`config.mk`:
```
export PLATFORM = sky130hd
export DESIGN_NAME = ita_accumulator
export DESIGN_NICKNAME = d
export VERILOG_FILES = /design/src/rtl/ita_accumulator.sv
export SDC_FILE = /design/constraint.sdc
export NUM_CORES = 2
export LEC_CHECK = 0
export CORE_UTILIZATION = 30
export CTS_CLUSTER_DIAMETER = 30
export DETAILED_ROUTE_END_ITERATION = 10
export GPL_TIMING_DRIVEN = 0
export PLACE_DENSITY = 0.59
export SETUP_SLACK_MARGIN = 0.4
export SYNTH_ARGS = -nofsm -noshare
export SYNTH_HDL_FRONTEND = slang
export SYNTH_SLANG_ARGS = --single-unit
```
`constraint.sdc`:
```
create_clock -name clk_i -period 7.1 [get_ports clk_i]
set_input_delay 2.13 -clock clk_i [delete_from_list [all_inputs] [get_ports clk_i]]
set_output_delay 2.13 -clock clk_i [all_outputs]
set_load 0.05 [all_outputs]
```
`src/rtl/ita_accumulator.sv`:
```
// ita_accumulator: N-lane signed accumulator over a configurable number of
// K-tiles. The accumulate register and the output register form a double
// buffer, so the next group keeps accumulating while the previous result
// waits on out_ready_i. The final tile of a group is summed straight into the
// output register.
module ita_accumulator #(
    parameter int N  = 16,
    parameter int WP = 20,
    parameter int WO = 26,
    parameter int TW = 8
) (
    input  logic            clk_i,
    input  logic            rst_ni,
    input  logic            clear_i,
    input  logic [TW-1:0]   num_tiles_i,
    input  logic            inp_valid_i,
    output logic            inp_ready_o,
    input  logic [N*WP-1:0] partial_i,
    output logic            out_valid_o,
    input  logic            out_ready_i,
    output logic [N*WO-1:0] result_o,
    output logic [TW-1:0]   tile_cnt_o,
    output logic            ovf_o
);

    localparam logic [TW-1:0] ONE = TW'(1);

    logic [N*WO-1:0]        acc_q, acc_d;
    logic [N*WO-1:0]        result_q, result_d;
    logic [N*WO-1:0]        sum_d;
    logic [TW-1:0]          tile_cnt_q, tile_cnt_d;
    logic [TW-1:0]          len_q, len_d;
    logic [TW-1:0]          eff_len;
    logic                   out_valid_q, out_valid_d;
    logic                   ovf_q, ovf_d;
    logic                   first_tile, last_tile, accept, clamp_any;
    logic signed [WO:0]     lane_wide [N];

    // Sign-extend one partial sum to the result width.
    function automatic logic signed [WO-1:0] sext_part(input logic signed [WP-1:0] p);
        return {{(WO-WP){p[WP-1]}}, p};
    endfunction

    // One guard bit above WO so the overflow is visible before clamping.
    function automatic logic signed [WO:0] wide_add(input logic signed [WO-1:0] a,
                                                     input logic signed [WP-1:0] p);
        logic signed [WO:0] aw;
        logic signed [WO:0] pw;
        aw = {a[WO-1], a};
        pw = {{(WO+1-WP){p[WP-1]}}, p};
        return aw + pw;
    endfunction

    // Clamp a WO+1 bit sum into the signed WO-bit range.
    function automatic logic signed [WO-1:0] sat_wo(input logic signed [WO:0] s);
        if (s[WO] != s[WO-1]) begin
            return s[WO] ? {1'b1, {(WO-1){1'b0}}} : {1'b0, {(WO-1){1'b1}}};
        end
        return s[WO-1:0];
    endfunction

    function automatic logic clamped(input logic signed [WO:0] s);
        return s[WO] ^ s[WO-1];
    endfunction

    // Group length and last-tile detection; a zero length means one tile.
    // On the first tile the live configuration applies, later the captured one.
    always_comb begin
        eff_len    = (num_tiles_i == '0) ? ONE : num_tiles_i;
        first_tile = (tile_cnt_q == '0);
        last_tile  = first_tile ? (eff_len == ONE) : (tile_cnt_q == len_q - ONE);
    end

    // Only a last tile has to wait for the output register to free up.
    assign inp_ready_o = !(last_tile && out_valid_q && !out_ready_i);
    assign accept      = inp_valid_i && inp_ready_o;

    // Per-lane sum: the first tile loads, later tiles add with saturation.
    always_comb begin
        sum_d     = '0;
        clamp_any = 1'b0;
        for (int i = 0; i < N; i++) begin
            lane_wide[i] = wide_add(acc_q[i*WO +: WO], partial_i[i*WP +: WP]);
            if (first_tile) begin
                sum_d[i*WO +: WO] = sext_part(partial_i[i*WP +: WP]);
            end else begin
                sum_d[i*WO +: WO] = sat_wo(lane_wide[i]);
                clamp_any         = clamp_any | clamped(lane_wide[i]);
            end
        end
    end

    // Next-state for counter, config capture, both buffers and sticky overflow.
    always_comb begin
        acc_d       = acc_q;
        result_d    = result_q;
        tile_cnt_d  = tile_cnt_q;
        len_d       = len_q;
        out_valid_d = out_valid_q;
        ovf_d       = ovf_q;
        if (clear_i) begin
            acc_d       = '0;
            result_d    = '0;
            tile_cnt_d  = '0;
            len_d       = '0;
            out_valid_d = 1'b0;
            ovf_d       = 1'b0;
        end else begin
            if (out_valid_q && out_ready_i) begin
                out_valid_d = 1'b0;
            end
            if (accept) begin
                ovf_d = ovf_q | clamp_any;
                if (first_tile) begin
                    len_d = eff_len;
                end
                if (last_tile) begin
                    tile_cnt_d  = '0;
                    result_d    = sum_d;
                    out_valid_d = 1'b1;
                end else begin
                    tile_cnt_d = tile_cnt_q + ONE;
                    acc_d      = sum_d;
                end
            end
        end
    end

    // State registers, cleared asynchronously by reset.
    always_ff @(posedge clk_i or negedge rst_ni) begin
        if (!rst_ni) begin
            acc_q       <= '0;
            result_q    <= '0;
            tile_cnt_q  <= '0;
            len_q       <= '0;
            out_valid_q <= 1'b0;
            ovf_q       <= 1'b0;
        end else begin
            acc_q       <= acc_d;
            result_q    <= result_d;
            tile_cnt_q  <= tile_cnt_d;
            len_q       <= len_d;
            out_valid_q <= out_valid_d;
            ovf_q       <= ovf_d;
        end
    end

    assign out_valid_o = out_valid_q;
    assign result_o    = result_q;
    assign tile_cnt_o  = tile_cnt_q;
    assign ovf_o       = ovf_q;

endmodule

```
==> impl_results.md <==
- Status: finished, violations left
- Failing checks: max-capacitance violations, max-slew violations
- Synth Register Bits: 850
- Crit end category: flip-flop
- Largest net degree at the start of global routing: 113
- Initial DRC Count: 7,775
- Non-Filler Instances: 10,766
- Crit path launch type: input port
- Post-Route WL: 381,000 µm
- Overall Power: 30.3 mW
- Antenna violations before repair: 107
- Yosys Warn Count: 0
- Most used DFF post-synth: dfrtp_1
- Vias in the first global route: 63,338
- Chip width: 443 µm
- Utilization after layout: 41.4%
- Syn Inst Count: 6,876
- Final hold violation count: 0
- Setup TNS: 0 ns
- Die height: 443 µm
- CTS Hold Bufs: 0
- Drt wl/cell: 35.4 µm
- CTS HTree Levels: 5
- Final min period: 6.86 ns
- Worst-case vdd ir drop: 0.000274 V
- Multi-input logic area: 35,500 µm²
- PortBufs: 759
- Worst Max-Slew Pin Slew: 1.64 ns
- Share of layout cells above drive strength 1: 9.93%
- Filler cells: 19,288
- First-pass GRT wire length: 513,000 µm
- Drt pass-1 iters: 6
- Max-slew violation count: 231
- CTS Buffer Depth: 4
- Worst min-delay path class: flip-flop to flip-flop
- Total GRT Usage: 37.6%
- Initial Utilization: 30.2%
- Max_slew headroom: -9.25%
- Clock sinks: 850
- DP HPWL: 288,000 µm
- Largest area contributor in the netlist: dfrtp_1
- Vias: 65,843
- Total grt overflow: 0
- Register area: 21,300 µm²
- Post-synthesis sequential area ratio: 36.5%
- CTS buffer count: 283
- Core Area: 193,000 µm²
- Top post-synthesis cells by area: dfrtp_1, ha_1, o21ai_0
- Power per Cell Area: 379 nW/µm²
- Final setup vio count: 0
- Critical path data arrival time: 7.65 ns
- Critical path required time: 7.89 ns
- Yosys top cell area share: 36.5%
- Via-to-Cell Ratio: 6.12
- Clock Skew: 0.0743 ns
- DRT antenna net count: 0
- Synthesized area: 58,300 µm²
- Mapped Avg Cell Area: 8.47 µm²
- Worst setup path class: input port to flip-flop
- Final GP Congestion: 1.03
- Ys async rst share: 100%
- Net count, final: 8,759
- Max FO, Critical Path: 10
- Static leakage power: 35.1 nW
- CTS tree: yes
- RSZ-0062 raised after global routing: yes
- Max Cap Viol: 22
- Clk_lat worst skew: 0.95 ns
- Final worst-path cycle share: 96.6%
- Syn Nets: 7,674
- Clock-pin slew on the worst setup and hold paths: 0.04 ns
- Row count: 161
- Post-placement cell count: 10,182
- Area grow syn2layout: 37.0%
- Remaining DRCs: 0
- IO Pins: 760
- Post-synth EDFFs: 0
- Die area: 196,000 µm²
- Distinct cells, synth: 93
- Max Freq: 146 MHz
- Root Buffer: clkbuf_16
## flip-flops by register name (all words and copies together), names as in the netlist
name         count
acc_q          416
result_o       416
tile_cnt_o       8
len_q            8
out_valid_o      1
ovf_o            1
## area by class of cell
cell class | count | area share [%]
clock buffers | 361 | 9.80
multi-input cells | 5530 | 44.5
diodes | 84 | 0.263
well taps | 2526 | 3.96
repair buffers | 800 | 10.3
inverters | 115 | 0.561
clock inverters | 119 | 1.95
flip-flops and latches | 850 | 26.6
plain buffers | 381 | 2.08
## where the power goes
group | total [mW] | internal [mW] | switching (mW)
clock network | 12.6 | 8.87 | 3.70
registers | 6.08 | 5.53 | 0.549
logic | 11.6 | 3.60 | 8.02
total | 30.3 | 18.0 | 12.3
## cells by family after synthesis
kind of cell	after synthesis	synth area share, %
compound gates	2605	28.4
xor+xnor	343	5.16
fa+ha+maj	465	10.2
buf+inv	496	3.37
flops	850	36.5
mux	31	0.584
simple gates	2086	15.7
## worst paths after layout
| path | start | cells after the start | slack, ns | end |
|---|---|---|---|---|
| worst max-delay path | partial_i[260] | 18 | 0.24 | ovf_o$_DFFE_PN0P_ |
| worst min-delay path | result_o[186]$_DFFE_PN0P_ | 2 | 0.46 | result_o[186]$_DFFE_PN0P_ |
| max in group asynchronous | rst_ni | 4 | 4.23 | result_o[128]$_DFFE_PN0P_ |
| worst max register to register | len_q[0]$_DFFE_PN0P_ | 12 | 1.06 | result_o[190]$_DFFE_PN0P_ |
| min in group asynchronous | rst_ni | 1 | 1.16 | len_q[6]$_DFFE_PN0P_ |
| worst min register to register | result_o[186]$_DFFE_PN0P_ | 2 | 0.46 | result_o[186]$_DFFE_PN0P_ |
## synthesized netlist by cell type (96+ instances only)
library cell  number
nor3_1           129
ha_1             449
inv_1            110
a21o_1           195
o21ai_0          714
xor2_1           136
xnor2_1          207
a31oi_1          110
nor2_1           592
dfrtp_1          850
a211oi_1         140
nand2_1          862
a21oi_1          654
clkbuf_1         277
o31ai_1           96
nand3_1          154
## per-layer routing
| metal | up-vias | wire [µm] | track usage, % |
|---|---|---|---|
| met1 | 32587 | 142000 | 44.2 |
| met4 | 22 | 41800 | 36.7 |
| met3 | 1321 | 35500 | 9.45 |
| met5 | - | 186 | 0 |
| li1 | 27697 | - | - |
| met2 | 4216 | 161000 | 55.3 |
## layout by cell type (no fill, tap or decap), types with 29 or more instances in the layout
| cell type | Yosys | routed |
|---|---|---|
| o41ai_1 | 35 | 34 |
| dfrtp_1 | 850 | 850 |
| diode_2 | 0 | 84 |
| o21bai_1 | 64 | 62 |
| o22ai_1 | 30 | 29 |
| clkinv_2 | 0 | 57 |
| a31oi_1 | 110 | 102 |
| clkbuf_1 | 277 | 231 |
| ha_1 | 449 | 445 |
| nand2b_1 | 54 | 54 |
| o21ai_0 | 714 | 704 |
| xor2_1 | 136 | 136 |
| o21a_1 | 68 | 68 |
| a211oi_1 | 140 | 134 |
| clkbuf_16 | 0 | 284 |
| and3_1 | 47 | 47 |
| nor2b_1 | 33 | 33 |
| xnor2_1 | 207 | 207 |
| or3_1 | 53 | 53 |
| a21o_1 | 195 | 195 |
| o31ai_1 | 96 | 94 |
| bufinv_16 | 0 | 34 |
| o211ai_1 | 69 | 69 |
| nor3_1 | 129 | 128 |
| inv_1 | 110 | 109 |
| a21oi_1 | 654 | 645 |
| clkbuf_2 | 0 | 71 |
| buf_2 | 74 | 89 |
| clkbuf_8 | 0 | 43 |
| and2_1 | 31 | 31 |
| clkdlybuf4s50_1 | 0 | 756 |
| nand3_1 | 154 | 152 |
| o221ai_1 | 78 | 74 |
| nor2_1 | 592 | 585 |
| a221oi_1 | 33 | 31 |
| a22o_1 | 64 | 64 |
| nand2_1 | 862 | 861 |
## worst max-delay path: stages
cell and delay [ns]:
clkdlybuf4s50_1 0.44, ha_1 0.26, fa_1 0.44, a211oi_1 0.33, o21a_1 0.22, o21ai_1 0.07
o21ai_1 0.23, o21ai_1 0.20, a21boi_1 0.45, o311a_1 0.33, nand2b_1 0.16, ha_1 0.24
clkbuf_2 0.38, nor4_2 0.54, nand4_1 0.39, a21oi_2 0.31, o221ai_1 0.20, a32o_1 0.30
## through the flow
stage                     hold WS, ns  instance area [µm²]  setup WS [ns]
after global placement          0.456                69000         -37.84
after floorplan                 0.443                58300          0.916
final                           0.462                79800          0.238
after global routing            0.486                79700          0.176
after CTS                       0.466                79200        0.00511
after detailed placement        0.457                69500          -2.01
## timing repair
item	4_1_cts	5_1_grt
buffers inserted	10	8
setup endpoints to repair	391	447
endpoints found under the hold margin	0	0
gates resized for setup	69	95
pin swaps	9	6
No activity file was read; power rests on OpenSTA's default activity.
